$ cat src/rtl/lvda_int_sched_pkg.sv
// Shared types and helpers for the LVDA interrupt scheduler.
// The state enum, default sizing and the lowest-set-bit priority encode.
package lvda_int_pkg;

    localparam int NUM_INT_DEF = 12;
    localparam int IDX_W_DEF   = 4;
    localparam int HOLDOFF_DEF = 3;
    localparam int HOLD_CNT_W  = 8;

    typedef enum logic [1:0] {
        IDLE,
        REQ,
        SERVICE,
        HOLD
    } sched_state_t;

    // Index 0 is the highest priority, so scan downward and keep the last hit.
    function automatic int lowest_set(input logic [31:0] vec, input int width);
        lowest_set = 0;
        for (int i = width - 1; i >= 0; i--) begin
            if (vec[i]) begin
                lowest_set = i;
            end
        end
    endfunction

endpackage

$ cat src/rtl/lvda_int_sched_if.sv
// Register-decode and computer-handshake bundle for the interrupt scheduler.
// The master side drives strobes and acknowledges; the scheduler is the slave.
interface lvda_int_sched_if #(
    parameter int NUM_INT = 12,
    parameter int IDX_W   = 4
);
    logic               V1;
    logic [NUM_INT-1:0] INT_RAW;
    logic               ICR_WR;
    logic               ICR_SET;
    logic [NUM_INT-1:0] ICR_DATA;
    logic               PEND_CLR;
    logic [NUM_INT-1:0] PEND_CLR_DATA;
    logic               INT_ACK;
    logic               INT_DONE;
    logic               INT_REQ;
    logic [IDX_W-1:0]   INT_VEC;
    logic [NUM_INT-1:0] ICR_Q;
    logic [NUM_INT-1:0] PEND_Q;
    logic               BUSY;
    logic               ACK_ERR;

    modport master (
        output V1, INT_RAW, ICR_WR, ICR_SET, ICR_DATA, PEND_CLR, PEND_CLR_DATA,
               INT_ACK, INT_DONE,
        input  INT_REQ, INT_VEC, ICR_Q, PEND_Q, BUSY, ACK_ERR
    );

    modport slave (
        input  V1, INT_RAW, ICR_WR, ICR_SET, ICR_DATA, PEND_CLR, PEND_CLR_DATA,
               INT_ACK, INT_DONE,
        output INT_REQ, INT_VEC, ICR_Q, PEND_Q, BUSY, ACK_ERR
    );
endinterface

$ cat src/rtl/lvda_int_sched_prienc.sv
// Fixed-priority encoder: reports the lowest set index and whether any bit is set.
module lvda_int_prienc
    import lvda_int_pkg::*;
#(
    parameter int NUM_INT = NUM_INT_DEF,
    parameter int IDX_W   = IDX_W_DEF
) (
    input  logic [NUM_INT-1:0] bits,
    output logic [IDX_W-1:0]   idx,
    output logic               valid
);

    logic [31:0] bits_ext;

    assign bits_ext = 32'(bits);
    assign idx      = IDX_W'(lowest_set(bits_ext, NUM_INT));
    assign valid    = |bits;

endmodule

$ cat src/rtl/lvda_int_sched.sv
// LVDA interrupt scheduler: latches source edges, masks them with the inhibit
// register and runs one request/acknowledge/end-of-service handshake at a time.
module lvda_int_sched
    import lvda_int_pkg::*;
#(
    parameter int NUM_INT = NUM_INT_DEF,
    parameter int IDX_W   = IDX_W_DEF,
    parameter int HOLDOFF = HOLDOFF_DEF
) (
    input  logic            SIM_CLK,
    input  logic            SIM_RST,
    lvda_int_sched_if.slave bus
);

    sched_state_t            state;
    sched_state_t            state_next;
    logic [NUM_INT-1:0]      prev_raw;
    logic [NUM_INT-1:0]      pend;
    logic [NUM_INT-1:0]      icr;
    logic [NUM_INT-1:0]      rise;
    logic [NUM_INT-1:0]      clr;
    logic [NUM_INT-1:0]      ack_mask;
    logic [NUM_INT-1:0]      active;
    logic [IDX_W-1:0]        vec;
    logic [IDX_W-1:0]        vec_next;
    logic [IDX_W-1:0]        win_idx;
    logic                    win_valid;
    logic                    req;
    logic                    req_next;
    logic                    ack_err;
    logic                    ack_err_next;
    logic                    ack_take;
    logic [HOLD_CNT_W-1:0]   hold_cnt;
    logic [HOLD_CNT_W-1:0]   hold_cnt_next;

    assign rise     = bus.INT_RAW & ~prev_raw;
    assign active   = pend & ~icr;
    assign ack_mask = ack_take ? (NUM_INT'(1) << vec) : '0;
    assign clr      = (bus.PEND_CLR ? bus.PEND_CLR_DATA : '0) | ack_mask;

    lvda_int_prienc #(
        .NUM_INT (NUM_INT),
        .IDX_W   (IDX_W)
    ) u_prienc (
        .bits  (active),
        .idx   (win_idx),
        .valid (win_valid)
    );

    // Edge history, pending and inhibit registers; a new edge beats any clear.
    always_ff @(posedge SIM_CLK or negedge SIM_RST) begin
        if (!SIM_RST) begin
            prev_raw <= '0;
            pend     <= '0;
            icr      <= '1;
        end else if (bus.V1) begin
            prev_raw <= bus.INT_RAW;
            pend     <= (pend & ~clr) | rise;
            if (bus.ICR_WR) begin
                icr <= bus.ICR_SET ? (icr | bus.ICR_DATA) : (icr & ~bus.ICR_DATA);
            end
        end
    end

    always_ff @(posedge SIM_CLK or negedge SIM_RST) begin
        if (!SIM_RST) begin
            state    <= IDLE;
            req      <= 1'b0;
            vec      <= '0;
            ack_err  <= 1'b0;
            hold_cnt <= '0;
        end else if (bus.V1) begin
            state    <= state_next;
            req      <= req_next;
            vec      <= vec_next;
            ack_err  <= ack_err_next;
            hold_cnt <= hold_cnt_next;
        end
    end

    // An acknowledge outranks withdrawal; only REQ accepts it, elsewhere it is an error.
    always_comb begin
        state_next    = state;
        req_next      = req;
        vec_next      = vec;
        hold_cnt_next = hold_cnt;
        ack_err_next  = 1'b0;
        ack_take      = 1'b0;
        unique case (state)
            IDLE: begin
                ack_err_next = bus.INT_ACK;
                if (win_valid) begin
                    state_next = REQ;
                    vec_next   = win_idx;
                    req_next   = 1'b1;
                end
            end
            REQ: begin
                if (bus.INT_ACK) begin
                    state_next = SERVICE;
                    req_next   = 1'b0;
                    ack_take   = 1'b1;
                end else if (!pend[vec] || icr[vec]) begin
                    state_next = IDLE;
                    req_next   = 1'b0;
                end
            end
            SERVICE: begin
                ack_err_next = bus.INT_ACK;
                if (bus.INT_DONE) begin
                    if (HOLDOFF == 0) begin
                        state_next = IDLE;
                    end else begin
                        state_next    = HOLD;
                        hold_cnt_next = HOLD_CNT_W'(HOLDOFF - 1);
                    end
                end
            end
            HOLD: begin
                ack_err_next = bus.INT_ACK;
                if (hold_cnt == '0) begin
                    state_next = IDLE;
                end else begin
                    hold_cnt_next = hold_cnt - 1'b1;
                end
            end
            default: begin
                state_next = IDLE;
                req_next   = 1'b0;
            end
        endcase
    end

    assign bus.INT_REQ = req;
    assign bus.INT_VEC = vec;
    assign bus.ICR_Q   = icr;
    assign bus.PEND_Q  = pend;
    assign bus.BUSY    = (state != IDLE);
    assign bus.ACK_ERR = ack_err;

endmodule

$ cat src/flat_wrapper.sv
// flat-port wrapper written by rule: the top's interface ports become plain ports
module lvda_int_sched_flat import lvda_int_pkg::*;
#(
    parameter int NUM_INT = NUM_INT_DEF,
    parameter int IDX_W   = IDX_W_DEF,
    parameter int HOLDOFF = HOLDOFF_DEF
)
  (SIM_CLK, SIM_RST, bus_V1, bus_INT_RAW, bus_ICR_WR, bus_ICR_SET, bus_ICR_DATA, bus_PEND_CLR, bus_PEND_CLR_DATA, bus_INT_ACK, bus_INT_DONE, bus_INT_REQ, bus_INT_VEC, bus_ICR_Q, bus_PEND_Q, bus_BUSY, bus_ACK_ERR);
  lvda_int_sched_if #(.NUM_INT(NUM_INT), .IDX_W(IDX_W)) bus_i ();
  input  logic SIM_CLK;
  input  logic SIM_RST;
  input wire logic [$bits(bus_i.V1)-1:0] bus_V1;
  input wire logic [$bits(bus_i.INT_RAW)-1:0] bus_INT_RAW;
  input wire logic [$bits(bus_i.ICR_WR)-1:0] bus_ICR_WR;
  input wire logic [$bits(bus_i.ICR_SET)-1:0] bus_ICR_SET;
  input wire logic [$bits(bus_i.ICR_DATA)-1:0] bus_ICR_DATA;
  input wire logic [$bits(bus_i.PEND_CLR)-1:0] bus_PEND_CLR;
  input wire logic [$bits(bus_i.PEND_CLR_DATA)-1:0] bus_PEND_CLR_DATA;
  input wire logic [$bits(bus_i.INT_ACK)-1:0] bus_INT_ACK;
  input wire logic [$bits(bus_i.INT_DONE)-1:0] bus_INT_DONE;
  output wire logic [$bits(bus_i.INT_REQ)-1:0] bus_INT_REQ;
  output wire logic [$bits(bus_i.INT_VEC)-1:0] bus_INT_VEC;
  output wire logic [$bits(bus_i.ICR_Q)-1:0] bus_ICR_Q;
  output wire logic [$bits(bus_i.PEND_Q)-1:0] bus_PEND_Q;
  output wire logic [$bits(bus_i.BUSY)-1:0] bus_BUSY;
  output wire logic [$bits(bus_i.ACK_ERR)-1:0] bus_ACK_ERR;
  assign bus_i.V1 = bus_V1;
  assign bus_i.INT_RAW = bus_INT_RAW;
  assign bus_i.ICR_WR = bus_ICR_WR;
  assign bus_i.ICR_SET = bus_ICR_SET;
  assign bus_i.ICR_DATA = bus_ICR_DATA;
  assign bus_i.PEND_CLR = bus_PEND_CLR;
  assign bus_i.PEND_CLR_DATA = bus_PEND_CLR_DATA;
  assign bus_i.INT_ACK = bus_INT_ACK;
  assign bus_i.INT_DONE = bus_INT_DONE;
  assign bus_INT_REQ = bus_i.INT_REQ;
  assign bus_INT_VEC = bus_i.INT_VEC;
  assign bus_ICR_Q = bus_i.ICR_Q;
  assign bus_PEND_Q = bus_i.PEND_Q;
  assign bus_BUSY = bus_i.BUSY;
  assign bus_ACK_ERR = bus_i.ACK_ERR;
  lvda_int_sched #(.NUM_INT(NUM_INT), .IDX_W(IDX_W), .HOLDOFF(HOLDOFF)) u_core (.SIM_CLK(SIM_CLK), .SIM_RST(SIM_RST), .bus(bus_i));
endmodule
$ cat config.mk
export PLATFORM = sky130hd
export DESIGN_NAME = lvda_int_sched_flat
export DESIGN_NICKNAME = d
export VERILOG_FILES = /design/src/rtl/lvda_int_sched_pkg.sv /design/src/rtl/lvda_int_sched_if.sv /design/src/rtl/lvda_int_sched_prienc.sv /design/src/rtl/lvda_int_sched.sv /design/src/flat_wrapper.sv
export SDC_FILE = /design/constraint.sdc
export NUM_CORES = 1
export LEC_CHECK = 0
export CAP_MARGIN = 0
export CORE_MARGIN = 1
export CORE_UTILIZATION = 40
export CTS_CLUSTER_DIAMETER = 200
export CTS_CLUSTER_SIZE = 14
export DETAILED_ROUTE_END_ITERATION = 8
export GPL_TIMING_DRIVEN = 0
export PLACE_DENSITY_LB_ADDON = 0.12
export SYNTH_ARGS = -nofsm -noshare
export SYNTH_HDL_FRONTEND = slang
export SYNTH_HIERARCHICAL = 1
export SYNTH_SLANG_ARGS = --single-unit
$ cat constraint.sdc
create_clock -name SIM_CLK -period 3 [get_ports SIM_CLK]
set_input_delay 0.3 -clock SIM_CLK [delete_from_list [all_inputs] [get_ports SIM_CLK]]
set_output_delay 0.3 -clock SIM_CLK [all_outputs]
set_load 0.05 [all_outputs]
-- Yosys cells after proc, flatten, opt, wreduce, memory -nomap -nowiden
Cells that the tools add are included.
- input port bits: 44
- logic and storage cells: 79
- register bits after elaboration: 52
- magnitude comparators: 1
- shift operators: 1
- equality and inequality tests: 8
- muxes and demuxes: 35
- add/sub/neg operators: 1
- reductions and logical operators: 14
- bitwise operators: 11
- operators with widths (kind ; count):
    AND 12 bit ; 4
    2-to-1 mux 4 bit ; 12
    NOT 12 bit ; 4
    2-to-1 mux 12 bit ; 3
    OR 12 bit ; 3
    2-to-1 mux 8 bit ; 2
    case mux 8 bit (2 select lines) ; 1
    OR reduction 12 bit ; 1
    << shifter 1 x 4 -> 12 bit, first input constant ; 1
    2-to-1 mux 2 bit ; 5
    binary-select mux 1 bit (select 4 bit) ; 2
    logical NOT 8 bit ; 1
    2-to-1 mux 1 bit ; 8
    case mux 2 bit (4 select lines) ; 1
    AND reduction 4 bit ; 2
    subtractor 8 x 1 -> 8 bit, second input constant ; 1
    != test 2 bit, second input constant ; 3
    nonzero test 2 bit ; 3
    < comparator 4 x 5 -> 1 bit, second input constant ; 1
    AND reduction 5 bit ; 1
    equality test 2 bit, second input constant ; 2
    != test 3 x 2 -> 1 bit, second input constant ; 1
    AND reduction 3 bit ; 1
    OR reduction 3 bit ; 1
    other kinds (7) ; 7

-- Depth between registers and ports, before layout
- depth after elaboration: 14
- gate-level depth with buffers: 7
- mapped depth without buffers: 7

-- By module
The synthesis kept the hierarchy.
- by module, submodules not included (module ; cells each ; seq. area each (um^2) ; instances ; area an instance (um^2)):
    lvda_int_sched ; 265 ; 1316.3 ; 1 ; 2707.6
    lvda_int_prienc ; 22 ; 0.0 ; 1 ; 128.9

-- Worst setup path after synthesis
No wires, ideal clock.
- kind: register -> register
- start: register u_core.pend[6] (netlist: u_core/bus.PEND_Q[6])
- end: register u_core.vec[0] (netlist: u_core/bus.INT_VEC[0])
- period minus slack after synthesis: 2.164 ns
- required time: 2.875 ns
- path buffers: 0
- arrival time: 2.039 ns
- setup slack: 0.836 ns
- cell stages (with the launch flop): 7
- setup time: 0.125 ns
- path through: dfrtp_1 nor2b_1 nor4_2 nand3_1 nand2b_1 nor3_1 mux2_2
- elaborated cells on any way between the ends: 10
- classes of those cells: mux (7); bitwise (1); reduce/logical (2)
- RTL lines (item ; line ; text):
    start, declared ; lvda_int_sched.sv:18 ; logic [NUM_INT-1:0] pend;
    start signal, assigned ; lvda_int_sched.sv:58 ; pend <= (pend & ~clr) | rise;
    AND 12 bit ; lvda_int_sched.sv:37 ; assign active = pend & ~icr;
    via u_core.active[6] ; lvda_int_sched.sv:23 ; logic [NUM_INT-1:0] active;
    OR reduction 12 bit ; lvda_int_sched_prienc.sv:17 ; assign valid = |bits;
    via u_core.win_valid ; lvda_int_sched.sv:27 ; logic win_valid;
    AND reduction 3 bit (no source line) ; n/a ;
    end signal, assigned ; lvda_int_sched.sv:75 ; vec <= vec_next;
    end, declared ; lvda_int_sched.sv:24 ; logic [IDX_W-1:0] vec;
The timed path passes the listed nets, and every way through them passes these cells.
A chain may end at the register's enable or synchronous reset.

-- Worst setup path in the final report
- start: register u_core.state[0]
- end: output port bus_BUSY
- cells in the longest elaborated chain, start to end: 1
- ends and longest elaborated chain (item ; line ; text):
    start, declared ; lvda_int_sched.sv:15 ; sched_state_t state;
    start signal, assigned ; lvda_int_sched.sv:73 ; state <= state_next;
    nonzero test 2 bit ; lvda_int_sched.sv:138 ; assign bus.BUSY = (state != IDLE);
    end, declared ; flat_wrapper.sv:25 ; output wire logic [$bits(bus_i.BUSY)-1:0] bus_BUSY;
Every way passes these cells.

==> results_tabular.tex <==
\begin{tabular}{lr}
\hline
Metric & Value \\
\hline
\multicolumn{2}{l}{\textbf{CTS}} \\
Clock-pin slew reported for the worst setup and hold paths after clock tree synthesis & 0.10 ns \\
Number of buffers on the longest clock path & 2 \\
Sink count of the clock tree & 52 \\
TritonCTS clock tree & done \\
Number of buffers added for setup after CTS & 0 \\
Clock tree root driver cell & clkbuf\_8 \\
Number of H-tree levels & 2 \\
Clock latency on the worst-skew pair & 0.32 ns \\
Count of cells resized by post-cts repair & 0 \\
Number of CTS-inserted buffers & 5 \\
\multicolumn{2}{l}{\textbf{GRT}} \\
Total global routing overflow & 0 \\
Initial antenna violation count & 0 \\
Vias in the first global route & 2412 \\
First-pass GRT wire length & 11.9 mm \\
Pin count of the biggest net entering global routing & 36 \\
GR met3 Demand/Resource & 0.0429 \\
Routing usage on met2 & 0.336 \\
Met1 Track Usage GR & 0.283 \\
GR Util All Layers & 0.208 \\
Most heavily used metal layer in global routing & met2 \\
\multicolumn{2}{l}{\textbf{Floorplanning}} \\
Die width & 86.2 um \\
Ports & 75 \\
\# rows & 30 \\
Area of the core & 6830 sq um \\
Vert. Die Dim & 86.2 um \\
Die Footprint & 7430 sq um \\
Starting Density & 0.415 \\
\multicolumn{2}{l}{\textbf{Pwr}} \\
Leakage & 0.00152 uW \\
VDD IR-drop max & 0.452 mV \\
Clock network power share & 0.147 \\
Internal Pwr Total & 1640 uW \\
Pwr per Cell Area & 754 nW/um\^{}2 \\
Switching fraction of total power & 0.431 \\
Logic pwr share & 0.494 \\
Sequential fraction of design power & 0.359 \\
Net Switching & 1240 uW \\
\multicolumn{2}{l}{\textbf{Worst setup path}} \\
Chain of cells forming the critical path & buf\_6, clkbuf\_1, or2\_2, clkdlybuf4s50\_1 \\
Required @ worst endpoint & 2.70 ns \\
Sort of element at the end of the critical path & output pin \\
Delay of the slowest cell on the worst path & 0.78 ns \\
Worst path arrival time & 2.08 ns \\
Highest fanout seen on the critical path & 10 \\
Category of the most critical setup path & flip-flop to output pin \\
Slowest stage cell, crit path & clkdlybuf4s50\_1 \\
Type of origin of the critical path & flip-flop \\
\multicolumn{2}{l}{\textbf{Synth}} \\
Syn Inst Count & 287 \\
Xor/xnor cell area share of the yosys netlist & 0.0154 \\
Total standard cell area after synthesis & 2840 sq um \\
Synth Area per Inst & 9.88 sq um \\
Share of synthesized area spent on multiplexers & 0.0825 \\
Synthesized-area fraction occupied by and/or/nand/nor cells & 0.202 \\
Main combinational cell family by area after synthesis & simple AND/OR/NAND/NOR gates \\
Count of different cell masters after synthesis & 55 \\
Compound-gate portion of the synthesized area & 0.177 \\
Dominant synthesized flop cell & dfrtp\_1 \\
Post-synth EDFFs & 0 \\
Synth Net Count & 333 \\
Number of synthesized register bits & 52 \\
Asr flop ratio synth & 1.00 \\
Post-synthesis adder-cell area fraction & 0.00882 \\
Register area share after synthesis & 0.464 \\
Number of synthesis warnings & 6 \\
\multicolumn{2}{l}{\textbf{Job}} \\
Number of max-cap violations & 0 \\
\multicolumn{2}{l}{\textbf{Timing}} \\
Setup TNS & 0 ns \\
Hold Worst Slack & 0.456 ns \\
Total count of max-transition violations in the final report & 0 \\
Total setup violations reported at the end of the flow & 0 \\
Max Clock Skew & 0.0115 ns \\
Fmax achieved & 0.420 GHz \\
Shortest clock period the worst path allows after layout & 2.38 ns \\
Transition time at the pin with the least slew margin & 0.625 ns \\
RSZ-0062 raised after global routing & false \\
Total count of hold-check failures in the final report & 0 \\
Tightest slew margin relative to the limit & 0.580 \\
Final critical-path share of the clock period & 0.794 \\
\multicolumn{2}{l}{\textbf{Layout}} \\
Synth-to-Final Area Change & 34.6\% \\
Area used by multi-input combinational logic & 1380 sq um \\
Proportion of layout cells with a drive suffix above 1 & 0.148 \\
Fillers & 641 \\
Seq. cell area & 1320 sq um \\
Leading cell type in the layout, fill and taps excluded & clkdlybuf4s50\_1 \\
Final antenna diode count & 0 \\
Most used cells in the layout excluding fill and tap cells & 73 x clkdlybuf4s50\_1, 46 x nand2\_1, 40 x dfrtp\_1 \\
Net count, final & 416 \\
\multicolumn{2}{l}{\textbf{Drt}} \\
Final antenna-violating net count & 0 \\
DRC & 0 \\
Total Wirelength & 7.40 mm \\
Wire length per cell & 15.8 um \\
Number of vias in the routed layout & 2435 \\
Number of DRC violations after detailed-routing iteration 0 & 127 \\
First-pass detailed-route iteration total & 4 \\
Via-to-Cell Ratio & 5.21 \\
\multicolumn{2}{l}{\textbf{Place}} \\
Placer congestion estimate & 0.833 \\
Port Buffer Count & 74 \\
DP Wirelength & 5.55 mm \\
\multicolumn{2}{l}{\textbf{Worst hold path}} \\
Path class of the lowest-slack min-delay path & flip-flop to flip-flop \\
\multicolumn{2}{l}{\textbf{Run status}} \\
Run status & completed \\
\hline
\end{tabular}
-- repair_timing --
| item | CTS | global route |
|---|---|---|
| endpoints found under the hold margin | 17 | 0 |
| hold buffers | 1 | 0 |
| setup endpoints to repair | 0 | 0 |
-- path summary, 6_finish.rpt --
check                                            startpoint                                end  slack (ns)  cells past startpoint
max                             u_core/state[0]$_DFFE_PN0P_                           bus_BUSY        0.62                      4
min                         u_core/prev_raw[11]$_DFFE_PN0P_  u_core/bus.PEND_Q[11]$_DFFE_PN0P_        0.46                      1
max reg2reg                u_core/bus.PEND_Q[6]$_DFFE_PN0P_  u_core/bus.INT_VEC[3]$_DFFE_PN0P_        0.79                      6
min reg2reg                 u_core/prev_raw[11]$_DFFE_PN0P_  u_core/bus.PEND_Q[11]$_DFFE_PN0P_        0.46                      1
max in group asynchronous                           SIM_RST         asynchronous set/reset pin        1.94                      3
min in group asynchronous                           SIM_RST     u_core/bus.ACK_ERR$_DFFE_PN0P_        0.47                      2
-- power groups by stage --
stage	Clock (uW)	Combinational, uW	Sequential (uW)
2_1_floorplan	0	679	1340
3_3_place_gp	0	1400	1050
3_5_place_dp	0	1410	1050
4_1_cts	441	1420	1030
5_1_grt	466	1520	1060
6_report	423	1420	1030
-- cell usage after synthesis (all sizes together), types with 2 or more instances --
master,number,area (sq um)
a211oi,2,15.0
a21oi,8,40.0
a22o,7,61.3
a2bb2oi,2,23.8
a31oi,2,12.5
a32o,11,110
and2,2,15.0
buf,4,32.5
clkbuf,10,37.5
dfrtp,40,1000
dfstp,12,315
ha,2,25.0
inv,19,71.3
mux2,15,169
mux2i,2,20.0
mux4,2,45.0
nand2,46,173
nand2b,4,25.0
nand3,3,20.0
nand3b,2,27.5
nor2,16,60.1
nor2b,17,106
nor3,5,25.0
nor3b,2,15.0
nor4,5,43.8
o21ai,21,105
o31ai,2,15.0
or2,2,12.5
xnor2,5,43.8
-- critical path, delay by kind of cell, from the launching register on --
family	cells	cell delay, ns
buf+inv	3	1.23
simple gates	1	0.18
flops	1	0.35
-- logic make-up after synthesis --
family                     Yosys count
AOI/OAI and AO/OA                   66
xor gates and xnor gates             5
DFF                                 52
and+or+nand+nor                    110
adders and majority gates            2
muxes                               19
buffers and inverters               33
-- final cells by class --
| type | count | area share |
|---|---|---|
| Multi-Input combinational cell | 202 | 0.361 |
| Sequential cell | 52 | 0.345 |
| Timing Repair Buffer | 76 | 0.201 |
| Tap cell | 96 | 0.0315 |
| Inverter | 19 | 0.0187 |
| Buffer | 14 | 0.0183 |
| Clock buffer | 5 | 0.0180 |
| Clock inverter | 3 | 0.00721 |
-- stage by stage --
step	area, sq um	cells	total power, uW	util	setup WS, ns
after floorplan	2840	287	2020	-	0.836
after global placement	3700	457	2440	0.541	0.00657
after detailed placement	3710	458	2460	0.543	0.756
after CTS	3820	467	2890	0.559	0.611
after global routing	3820	467	3040	0.559	0.532
final	3820	467	2880	0.559	0.619
-- layer usage --
layer	wire length, um	vias to the layer above
li1	-	1173
met1	3490	1176
met2	3410	78
met3	408	8
met4	91	0
met5	0	-
No activity file was read; power rests on OpenSTA's default activity.
